===== src/rtl/imem_loader_pkg.sv =====
// Shared definitions for the instruction-memory boot loader.
// The CPU's halt detection compares against the same HALT_WORD.
package imem_loader_pkg;

    localparam int INSTR_W = 16;
    localparam logic [INSTR_W-1:0] HALT_WORD = 16'hFFFF;

    typedef enum logic [2:0] {
        S_HI   = 3'd0,
        S_LO   = 3'd1,
        S_WR   = 3'd2,
        S_CK   = 3'd3,
        S_DONE = 3'd4
    } state_e;

endpackage


===== src/rtl/imem_loader_if.sv =====
// Boot-link byte stream plus instruction-memory write port.
// Handshake: a byte moves on a rising edge only when in_valid and in_ready
// are both high; in_ready never depends combinationally on in_valid.
// master = the loader (accepts bytes, drives the write port);
// slave  = the environment (boot link source and memory).
interface imem_loader_if #(
    parameter int ADDR_W = 8
);
    logic                                 in_valid;
    logic [7:0]                           in_data;
    logic                                 in_ready;
    logic                                 we;
    logic [ADDR_W-1:0]                    waddr;
    logic [imem_loader_pkg::INSTR_W-1:0]  wdata;

    modport master (
        input  in_valid, in_data,
        output in_ready, we, waddr, wdata
    );

    modport slave (
        output in_valid, in_data,
        input  in_ready, we, waddr, wdata
    );
endinterface


===== src/rtl/imem_loader_byte_pack.sv =====
// byte_pack: assembles big-endian 16-bit words from the byte stream.
// Holds the high byte; the completed word is {hi, current byte} and is
// only meaningful in the cycle word_fire_o is high.
module byte_pack
    import imem_loader_pkg::*;
(
    input  logic               clk,
    input  logic               rst_n,
    input  logic               ready_i,
    input  logic               valid_i,
    input  logic [7:0]         data_i,
    input  logic               hi_sel_i,
    input  logic               lo_sel_i,
    output logic               hi_fire_o,
    output logic               word_fire_o,
    output logic [INSTR_W-1:0] word_o
);

    logic       fire;
    logic [7:0] hi_q;
    logic [7:0] hi_d;

    assign fire        = valid_i & ready_i;
    assign hi_fire_o   = fire & hi_sel_i;
    assign word_fire_o = fire & lo_sel_i;
    assign word_o      = {hi_q, data_i};

    // Capture the high byte when it is transferred.
    always_comb begin
        hi_d = hi_q;
        if (hi_fire_o) begin
            hi_d = data_i;
        end
    end

    // High-byte register; reset discards any partial word.
    always_ff @(posedge clk) begin
        if (!rst_n) begin
            hi_q <= 8'h00;
        end else begin
            hi_q <= hi_d;
        end
    end

endmodule


===== src/rtl/imem_loader.sv =====
// imem_loader: boot-time writer for the CPU instruction memory.
// Streams big-endian words into consecutive addresses from 0, holds the
// CPU stalled until the halt word is written, flags overflow.
// Optional feature macro: IMEM_LOADER_CKSUM_EN adds a trailing XOR
// checksum byte after the halt word.
module imem_loader
    import imem_loader_pkg::*;
#(
    parameter int ADDR_W = 8
) (
    input  logic           clk,
    input  logic           rst_n,
    imem_loader_if.master  bus,
    output logic           busy,
    output logic           done,
    output logic           err,
    output logic           cpu_run,
    output state_e         dbg_state_o
);

    localparam logic [ADDR_W-1:0] ADDR_MAX = '1;
    localparam logic [ADDR_W-1:0] ADDR_ONE = {{(ADDR_W-1){1'b0}}, 1'b1};

    state_e               state_q, state_d;
    logic [ADDR_W-1:0]    addr_q, addr_d;
    logic [ADDR_W-1:0]    waddr_q, waddr_d;
    logic [INSTR_W-1:0]   wdata_q, wdata_d;
    logic                 we_q, we_d;
    logic                 in_ready_q, in_ready_d;
    logic                 busy_q, busy_d;
    logic                 done_q, done_d;
    logic                 err_q, err_d;
    logic                 hi_fire;
    logic                 word_fire;
    logic [INSTR_W-1:0]   word;
`ifdef IMEM_LOADER_CKSUM_EN
    logic [7:0]           xsum_q, xsum_d;
    logic                 ck_fire;

    assign ck_fire = bus.in_valid & in_ready_q;
`endif

    byte_pack u_pack (
        .clk         (clk),
        .rst_n       (rst_n),
        .ready_i     (in_ready_q),
        .valid_i     (bus.in_valid),
        .data_i      (bus.in_data),
        .hi_sel_i    (state_q == S_HI),
        .lo_sel_i    (state_q == S_LO),
        .hi_fire_o   (hi_fire),
        .word_fire_o (word_fire),
        .word_o      (word)
    );

    // Next state, address advance and error detection.
    always_comb begin
        state_d = state_q;
        addr_d  = addr_q;
        err_d   = err_q;
        case (state_q)
            S_HI: begin
                if (hi_fire) begin
                    state_d = S_LO;
                end
            end
            S_LO: begin
                if (word_fire) begin
                    state_d = S_WR;
                end
            end
            S_WR: begin
                if (wdata_q == HALT_WORD) begin
`ifdef IMEM_LOADER_CKSUM_EN
                    state_d = S_CK;
`else
                    state_d = S_DONE;
`endif
                end else if (addr_q == ADDR_MAX) begin
                    // Last slot used by a non-halt word: nowhere left for the halt.
                    err_d   = 1'b1;
                    state_d = S_DONE;
                end else begin
                    addr_d  = addr_q + ADDR_ONE;
                    state_d = S_HI;
                end
            end
`ifdef IMEM_LOADER_CKSUM_EN
            S_CK: begin
                if (ck_fire) begin
                    state_d = S_DONE;
                    if (bus.in_data != xsum_q) begin
                        err_d = 1'b1;
                    end
                end
            end
`endif
            S_DONE: begin
                state_d = S_DONE;
            end
            default: begin
                state_d = S_HI;
            end
        endcase
    end

    // Registered outputs are computed from the state being entered.
    always_comb begin
        in_ready_d = (state_d == S_HI) || (state_d == S_LO) || (state_d == S_CK);
        we_d       = (state_d == S_WR);
        done_d     = (state_d == S_DONE);
        waddr_d    = word_fire ? addr_q : waddr_q;
        wdata_d    = word_fire ? word : wdata_q;
        busy_d     = busy_q;
        if (state_d == S_DONE) begin
            busy_d = 1'b0;
        end else if (hi_fire) begin
            busy_d = 1'b1;
        end
`ifdef IMEM_LOADER_CKSUM_EN
        xsum_d = xsum_q;
        if (hi_fire || word_fire) begin
            xsum_d = xsum_q ^ bus.in_data;
        end
`endif
    end

    // State and output registers; reset aborts any load in progress.
    always_ff @(posedge clk) begin
        if (!rst_n) begin
            state_q    <= S_HI;
            addr_q     <= '0;
            waddr_q    <= '0;
            wdata_q    <= '0;
            we_q       <= 1'b0;
            in_ready_q <= 1'b0;
            busy_q     <= 1'b0;
            done_q     <= 1'b0;
            err_q      <= 1'b0;
        end else begin
            state_q    <= state_d;
            addr_q     <= addr_d;
            waddr_q    <= waddr_d;
            wdata_q    <= wdata_d;
            we_q       <= we_d;
            in_ready_q <= in_ready_d;
            busy_q     <= busy_d;
            done_q     <= done_d;
            err_q      <= err_d;
        end
    end

`ifdef IMEM_LOADER_CKSUM_EN
    // Running XOR of every accepted data byte.
    always_ff @(posedge clk) begin
        if (!rst_n) begin
            xsum_q <= 8'h00;
        end else begin
            xsum_q <= xsum_d;
        end
    end
`endif

    assign bus.in_ready = in_ready_q;
    assign bus.we       = we_q;
    assign bus.waddr    = waddr_q;
    assign bus.wdata    = wdata_q;
    assign busy         = busy_q;
    assign done         = done_q;
    assign err          = err_q;
    assign cpu_run      = done_q & ~err_q;
    assign dbg_state_o  = state_q;

endmodule


===== src/flat_wrapper.sv =====
// flat-port wrapper written by rule: the top's interface ports become plain ports
module imem_loader_flat import imem_loader_pkg::*;
#(
    parameter int ADDR_W = 8
)
  (clk, rst_n, busy, done, err, cpu_run, dbg_state_o, bus_in_valid, bus_in_data, bus_in_ready, bus_we, bus_waddr, bus_wdata);
  imem_loader_if #(.ADDR_W(ADDR_W)) bus_i ();
  input  logic clk;
  input  logic rst_n;
  output logic busy;
  output logic done;
  output logic err;
  output logic cpu_run;
  output state_e dbg_state_o;
  input wire logic [$bits(bus_i.in_valid)-1:0] bus_in_valid;
  input wire logic [$bits(bus_i.in_data)-1:0] bus_in_data;
  output wire logic [$bits(bus_i.in_ready)-1:0] bus_in_ready;
  output wire logic [$bits(bus_i.we)-1:0] bus_we;
  output wire logic [$bits(bus_i.waddr)-1:0] bus_waddr;
  output wire logic [$bits(bus_i.wdata)-1:0] bus_wdata;
  assign bus_i.in_valid = bus_in_valid;
  assign bus_i.in_data = bus_in_data;
  assign bus_in_ready = bus_i.in_ready;
  assign bus_we = bus_i.we;
  assign bus_waddr = bus_i.waddr;
  assign bus_wdata = bus_i.wdata;
  imem_loader #(.ADDR_W(ADDR_W)) u_core (.clk(clk), .rst_n(rst_n), .bus(bus_i), .busy(busy), .done(done), .err(err), .cpu_run(cpu_run), .dbg_state_o(dbg_state_o));
endmodule

===== config.mk =====
export PLATFORM = sky130hd
export DESIGN_NAME = imem_loader_flat
export DESIGN_NICKNAME = d
export VERILOG_FILES = /design/src/rtl/imem_loader_pkg.sv /design/src/rtl/imem_loader_if.sv /design/src/rtl/imem_loader_byte_pack.sv /design/src/rtl/imem_loader.sv /design/src/flat_wrapper.sv
export SDC_FILE = /design/constraint.sdc
export NUM_CORES = 1
export LEC_CHECK = 0
export ABC_AREA = 1
export CORE_UTILIZATION = 47
export CTS_BUF_LIST = sky130_fd_sc_hd__clkbuf_4 sky130_fd_sc_hd__clkbuf_8
export CTS_CLUSTER_SIZE = 8
export DETAILED_ROUTE_END_ITERATION = 10
export GPL_TIMING_DRIVEN = 0
export PLACE_DENSITY = 0.78
export SETUP_SLACK_MARGIN = 0.5
export SYNTH_ARGS = -nofsm -noshare
export SYNTH_HDL_FRONTEND = slang
export SYNTH_SLANG_ARGS = --single-unit
export TNS_END_PERCENT = 100

===== constraint.sdc =====
create_clock -name clk -period 1.19 [get_ports clk]
set_input_delay 0.357 -clock clk [delete_from_list [all_inputs] [get_ports clk]]
set_output_delay 0.357 -clock clk [all_outputs]
set_load 0.02 [all_outputs]

; Word-level counts from Yosys, hierarchy flattened
; Index checks and enable logic that the tools add are counted.
[totals]
register_bits = 48
in_bits = 11
[op_classes]
add_sub_neg = 1
eq_ne = 9
muxes = 5
bitwise = 8
reduce_logical = 7
[op_table]
columns = cell, n
row1 = $eq A16 B16 Y1 const B, 1
row2 = $mux W3, 4
row3 = $pmux W3 S4, 1
row4 = $eq A3 B2 Y1 const B, 3
row5 = $add A8 B1 Y8 const B, 1
row6 = $eq A8 B8 Y1 const B, 1
row7 = $eq A3 B1 Y1 const B, 2
row8 = $eq A3 B3 Y1 const B, 2
row9 = $logic_not A3 Y1, 2
row10 = $reduce_and A3 Y1, 2
row11 = $and A1 B1 Y1, 4
row12 = $not A1 Y1, 4
row13 = $logic_or A1 B1 Y1, 2
row14 = $reduce_or A2 Y1, 1

; Logic depth before layout (Yosys ltp)
; Gate-level depths: netlist of run 1.
[depth]
depth_word = 7
ltp_mapped = 8
ltp_nobuf = 8

; Cells and area by module
; A second synthesis of run 1 with hierarchy kept.
[unflattened]
cells_unflattened = 289
area_unflattened_um2 = 2113.3
[by_module_without_submodules]
columns = module, instances, cells_each, area_per_inst_um2
row1 = imem_loader, 1, 228, 1685.4
row2 = byte_pack, 1, 61, 427.9

; Worst setup path before layout of run 1
; Ideal clock, no wire load.
[synth_timing]
path_kind = reg2reg
startpoint = reg u_core.state_q[0], in the netlist u_core.dbg_state_o[0]
endpoint = reg u_core.waddr_q[7], in the netlist u_core.bus.waddr[7]
arrival_ns = 1.156
setup_slack_ns = -0.083
stages_incl_launch_ff = 7
path_buffers = 1
period_less_slack_ns = 1.273
cell_sequence = dfxtp_1 nand3_1 inv_2 nand3_4 buf_4 nand3_1 o21ai_1
[synth_via]
elab_chain_len = 2
[synth_lines]
columns = item, line
row1 = start: declaration, imem_loader.sv:24  ; state_e state_q, state_d;
row2 = start signal: assignment, imem_loader.sv:141  ; state_q <= state_d;
row3 = $eq A3 B1 Y1, imem_loader.sv:50  ; .lo_sel_i (state_q == S_LO),
row4 = $and A1 B1 Y1, imem_loader_byte_pack.sv:25  ; assign word_fire_o = fire & lo_sel_i;
row5 = end signal: assignment, imem_loader.sv:143  ; waddr_q <= waddr_d;
row6 = end: declaration, imem_loader.sv:26  ; logic [ADDR_W-1:0] waddr_q, waddr_d;
; Every way passes these cells.
; A chain may end at the register's enable or synchronous reset.

; Worst setup path after layout of run 1
[layout_timing]
startpoint = reg u_core.wdata_q[5], in the netlist u_core.bus.wdata[5]
endpoint = reg u_core.addr_q[2]
[layout_via]
elab_chain_len = 3
[layout_lines]
columns = item, line
row1 = start: declaration, imem_loader.sv:27  ; logic [INSTR_W-1:0] wdata_q, wdata_d;
row2 = start signal: assignment, imem_loader.sv:144  ; wdata_q <= wdata_d;
row3 = $eq A16 B16 Y1, imem_loader.sv:73  ; if (wdata_q == HALT_WORD) begin
row4 = $not A1 Y1 (no source line), n/a
row5 = $reduce_and A3 Y1 (no source line), n/a
row6 = end signal: assignment, imem_loader.sv:142  ; addr_q <= addr_d;
row7 = end: declaration, imem_loader.sv:25  ; logic [ADDR_W-1:0] addr_q, addr_d;
; Every way passes these cells.

==> results of run 1 <==
area by class of cell:
class                      count  area (um2)
clock inverter                 2        33.8
timing repair buffer          88         902
sequential                    48        1100
fill                         170         363
buffer                        11         114
tap                           50        62.6
inverter                      29         121
multi-input combinational    163        1280
clock buffer                   6        82.6
cell usage in the layout (no fill, tap or decap), types with 6 or more instances in the layout:
master           Yosys  layout
nand3_2              1      28
clkdlybuf4s50_1      0       8
o21ai_1             12      11
a21oi_1             14       6
dfxtp_4              0      35
o21ai_2              0      10
nor2_4               3       7
dfxtp_1             48      10
nand3_4              2       6
buf_4                2      36
nand2_1             51      37
nand2_2              3      14
buf_6                2      42
inv_1               26      21
nor2_1              12       7
clkbuf_8             0       6
a21oi_2              5      13
flip-flops by register name (all words and copies together), names as in the netlist:
name	flops
u_core.bus.wdata	16
u_core.err	1
u_core.addr_q	8
u_core.busy	1
u_core.bus.in_ready	1
u_core.done	1
u_core.dbg_state_o	3
u_core.bus.we	1
u_core.u_pack.hi_q	8
u_core.bus.waddr	8
worst paths after layout:
check / to / slack [ns] / cells after the start
max: u_core.addr_q[2] / -0.14 / 8
min: u_core.u_pack.hi_q[7] / 0.42 / 3
max reg2reg: u_core.addr_q[2] / -0.14 / 8
min reg2reg: u_core.bus.wdata[13] / 0.48 / 2
logic make-up after synthesis:
logic type                 synth area share (%)
DFF                                        47.5
adders and majority gates                 0.618
xor gates and xnor gates                   2.16
and+or+nand+nor                            29.7
buffers and inverters                      8.72
AOI/OAI and AO/OA                          11.3
per-layer routing:
metal	global-route usage, %	wire, um
met1	36.3	3060
met2	52.1	4170
met3	6.76	457
met4	17.3	367
met5	0	0
power by group through the flow:
stage / logic, uW / clock network (uW) / registers [uW]
floorplan: 122 / 0 / 1640
global placement: 227 / 0 / 1630
detailed placement: 230 / 0 / 1630
CTS: 307 / 1240 / 1590
global route: 351 / 1320 / 1590
finish: 337 / 1250 / 1590
repair_timing:
item / in CTS / in global routing
gates cloned: 2 / 2
pin swaps: 27 / 37
resized for setup: 238 / 29
hold endpoints to repair: 0 / 0
setup buffers: 35 / 8
setup endpoints to repair: 81 / 81
worst reg2reg max path, cell delays in order (launching register included):
cell and delay [ns]:
dfxtp_4 0.37, nand2_1 0.07, nor2_1 0.16, nand2_2 0.13
inv_2 0.09, nand2_4 0.08, nand3_4 0.14, nand2_1 0.08
a21oi_1 0.14
per-stage QoR:
stage	utilization (%)	hold slack [ns]	instance area, um2
finish	91.1	0.417	3690
global placement	71.0	0.428	2880
floorplan	-	0.420	2400
detailed placement	71.0	0.446	2880
global route	91.1	0.417	3690
CTS	85.9	0.381	3490
==> reports/results.tsv, run 1 <==
metric	value	unit
CTS H-tree depth	2	
min Tclk post-route	1.33	ns
critical path startpoint	u_core.bus.wdata[5]	
Pre-antenna DRT Iters	4	
via count	2300	
Net count, final	358	
synthesized area per cell	8.09	um2
Core Area	0.00406	mm2
Yosys warning count	0	
area of the mapped netlist	0.00202	mm2
Slew Limit Headroom	78.2	%
most common cell in the netlist	nand2_1	
Clock power frac	39.4	%
top cell family by delay on the critical path	simple AND/OR/NAND/NOR gates	
combinational share of power	10.6	%
overall power	3180	uW
pwr dens	862	mW/mm2
Buf/Inv on CP	1	
Max clock buf depth	2	
number of synthesized register bits	48	
pin count of the biggest net entering global routing	15	
Mapped Cells	250	
final setup fails	46	
area grow syn2layout	82.6	%
vias in the first global route	2047	
clock-pin slew on the worst setup and hold paths	0.10	ns
Yosys top cell by area	dfxtp_1	
DRC Markers	0	
ant diodes	0	
Final Max Slew Viols	0	
Hold Crit Start	rst_n	
WL final	8050	um
Flop pwr share	50.0	%
maxcap violations	0	
grt total ovfl	0	
period utilization	112	%
main area contributors after synthesis	dfxtp_1 (47%), nand2_1 (9.5%), nand3_1 (8.4%), inv_1 (4.8%), a21oi_1 (3.5%)	
unrepaired setup endpoints after global routing	true	
r2r startpoint	u_core.bus.wdata[5]	
status	finished, violations left	
clock skew	0.00999	ns
Pint	2390	uW
number of vias per cell	5.79	
top cells by count, synth	nand2_1 (51), dfxtp_1 (48), nand3_1 (34)	
crit path cell chain	nand2_1, nor2_1, nand2_2, inv_2, nand2_4, nand3_4, nand2_1, a21oi_1	
Netlist cell types	26	
Ports	44	
VDD IR max	0.572	mV
die width	67.6	um
share of the synthesized area in the top cell type	47.5	%
Switching Fraction	25.0	%
worst hold path class	primary input to register	
Starting DRT DRC Count	153	
Max Clk Rate	753	MHz
number of CTS-inserted buffers	5	
first-pass GRT wire length	10200	um
CP required	1.42	ns
number of flops mapped to enable cells by yosys	0	
Critical Path AT	1.56	ns
failing checks	negative setup slack	
Final Hold Vio Count	0	
Critical Path Start Type	register	
clock latency on the worst-skew pair	0.31	ns
Non-Filler Instances	397	
antenna violations before repair	0	
TNS Setup	-3.19	ns
Setup WS pre-CTS	-0.504	ns
layout cells sized above 1	67.7	%
Critical Path Fanout Max	8	
Async SR Flop Fraction	0	%
P_sw	794	uW
number of port buffers	42	
most used cell, CP	nand2_1	
gpl congestion	0.774	
CTS tree	yes	
Setup CP Type	register to register	
Clock Sinks	48	
Initial Utilization	49.9	%
Slowest-stage cell, CP	dfxtp_4	
DP HPWL	3680	um
LEAKAGE	0.00153	uW
Main synth FF type	dfxtp_1	
Root Buffer	clkbuf_8	
die height	67.6	um
Final Worst Setup Slack	-0.137	ns
Synthesized Nets	262	
Slew @ Worst Pin	0.327	ns
post-placement cell count	342	
die area	0.00457	mm2
Crit path largest cell delay	0.37	ns
drt wl/cell	20.3	um
Seq/Total Area, Yosys	47.5	%
hold buffer count at CTS	0	
Total GRT Usage	31.1	%
Final ANT Viol Nets	0	
Rows	23	
critical path capture point type	register	
No activity file was read; power rests on OpenSTA's default activity.
==> run 2, diff against run 1 <==
--- a/config.mk
+++ b/config.mk
@@ -6,6 +6,8 @@
 export NUM_CORES = 1
 export LEC_CHECK = 0
 export ABC_AREA = 1
+export CAP_MARGIN = 10
+export CORE_MARGIN = 5
 export CORE_UTILIZATION = 47
 export CTS_BUF_LIST = sky130_fd_sc_hd__clkbuf_4 sky130_fd_sc_hd__clkbuf_8
 export CTS_CLUSTER_SIZE = 8
==> run 2 against run 1 <==
Effect of this change:
- the flow still finishes with violations (negative setup slack)
- sequential share of layout area is 1.7 points lower
- worst setup slack worse by 0.14 ns
- die area is 25% higher
- sequential power barely moved
==> reports/results.tsv, run 2 (synthesis gave the netlist of run 1 again) <==
metric	value	unit
status	finished, violations left	
failing checks	negative setup slack	
period utilization	123	%
VDD IR max	0.669	mV
vias in the first global route	2203	
Rows	23	
via count	2583	
clock-pin slew on the worst setup and hold paths	0.12	ns
R2R Setup Slk	-0.28	ns
Final Worst Setup Slack	-0.279	ns
most frequent cells in the layout	buf_6 (55), buf_4 (36), dfxtp_4 (35)	
ant diodes	0	
Reg-to-Reg End	u_core.addr_q[3]	
Pre-antenna DRT Iters	5	
placed cell areas	0.00288	mm2
LEAKAGE	0.00161	uW
min Tclk post-route	1.47	ns
number of CTS-inserted buffers	5	
Max Clk Rate	681	MHz
Critical Path Start Type	register	
final setup fails	60	
first-pass GRT wire length	11200	um
Slew @ Worst Pin	0.513	ns
DRC Markers	0	
Ports	44	
Net count, final	370	
Final ANT Viol Nets	0	
Final Hold Vio Count	0	
grt total ovfl	0	
Hold Path End	u_core.u_pack.hi_q[1]	
pwr dens	843	mW/mm2
worst-case hold slack	0.424	ns
TNS Setup	-6.19	ns
overall power	3300	uW
die height	75.6	um
max reg flops	16	
area grow syn2layout	93.6	%
critical path capture point type	register	
worst hold path class	primary input to register	
Final Max Slew Viols	0	
gpl congestion	0.760	
DP HPWL	3820	um
Critical Path Fanout Max	8	
Initial Utilization	49.5	%
die width	75.6	um
Setup CP Type	register to register	
Total GRT Usage	26.5	%
hold buffer count at CTS	0	
pin count of the biggest net entering global routing	16	
hold depth	3	
number of vias per cell	6.32	
Clock Sinks	48	
fin area	0.00392	mm2
r2r startpoint	u_core.bus.wdata[10]	
Hold Crit Start	rst_n	
Root Buffer	clkbuf_8	
unrepaired setup endpoints after global routing	true	
CTS H-tree depth	2	
commonest non-fill, non-tap cell in the layout	buf_6	
Critical Path AT	1.70	ns
CP required	1.42	ns
maxcap violations	0	
drt wl/cell	26.4	um
Slew Limit Headroom	65.8	%
Max clock buf depth	2	
Core Area	0.00409	mm2
die area	0.00572	mm2
Finished Core Util	95.8	%
WL final	10800	um
worst-case reg-to-reg path depth	8	
layout cells sized above 1	73.3	%
antenna violations before repair	0	
clock skew	0.0212	ns
number of port buffers	42	
CTS tree	yes	
Starting DRT DRC Count	290	
clock latency on the worst-skew pair	0.33	ns
==> run 2: layout make-up <==
| class | instances | area [um2] |
|---|---|---|
| well taps | 50 | 62.6 |
| clock inverters | 3 | 42.5 |
| inverters | 29 | 121 |
| multi-input cells | 163 | 1380 |
| clock buffers | 5 | 68.8 |
| repair buffers | 100 | 1020 |
| flip-flops and latches | 48 | 1100 |
| fillers | 88 | 170 |
| plain buffers | 11 | 118 |
==> run 2: worst max-delay path by stage <==
stage,from,end,slack [ns]
CTS,u_core.addr_q[1],u_core.addr_q[0],-0.08
global route,u_core.bus.wdata[10],u_core.addr_q[3],-0.30
detailed placement,bus_in_valid,u_core.u_pack.hi_q[5],-0.50
finish,u_core.bus.wdata[10],u_core.addr_q[3],-0.28
global placement,bus_in_valid,u_core.u_pack.hi_q[5],-0.49
floorplan,u_core.addr_q[1],u_core.addr_q[1],0.04
==> run 2: power breakdown <==
part / total [uW] / internal (uW) / switching, uW
combinational: 411 / 176 / 235
clock: 1300 / 625 / 673
sequential: 1590 / 1570 / 27.0
total: 3300 / 2370 / 935
==> run 2: routing by layer <==
layer	wire, um	global-route usage [%]	vias to the layer above
li1	-	-	1044
met1	3630	31.1	1244
met2	5380	48.4	223
met3	975	3.96	72
met4	812	10.1	0
met5	0	0	-
==> run 2: repair_timing <==
action | CTS | global route
buffers inserted | 36 | 18
gates cloned | 5 | 0
pin swaps | 24 | 24
gates resized for setup | 248 | 60
setup endpoints to repair | 81 | 81
==> run 2: stage by stage <==
step	setup slack [ns]	cells
final	-0.279	409
after global routing	-0.303	409
after CTS	-0.0803	391
after detailed placement	-0.499	342
after global placement	-0.485	342
after floorplan	0.0368	250
==> run 2: critical path: stages, from the launching register on <==
cell and delay [ns]:
dfxtp_4 0.40, nand2_2 0.07, inv_1 0.07, nand2_1 0.07
nor2_2 0.20, nand2_4 0.11, nand3_4 0.16, nand2_2 0.08
a21oi_2 0.21
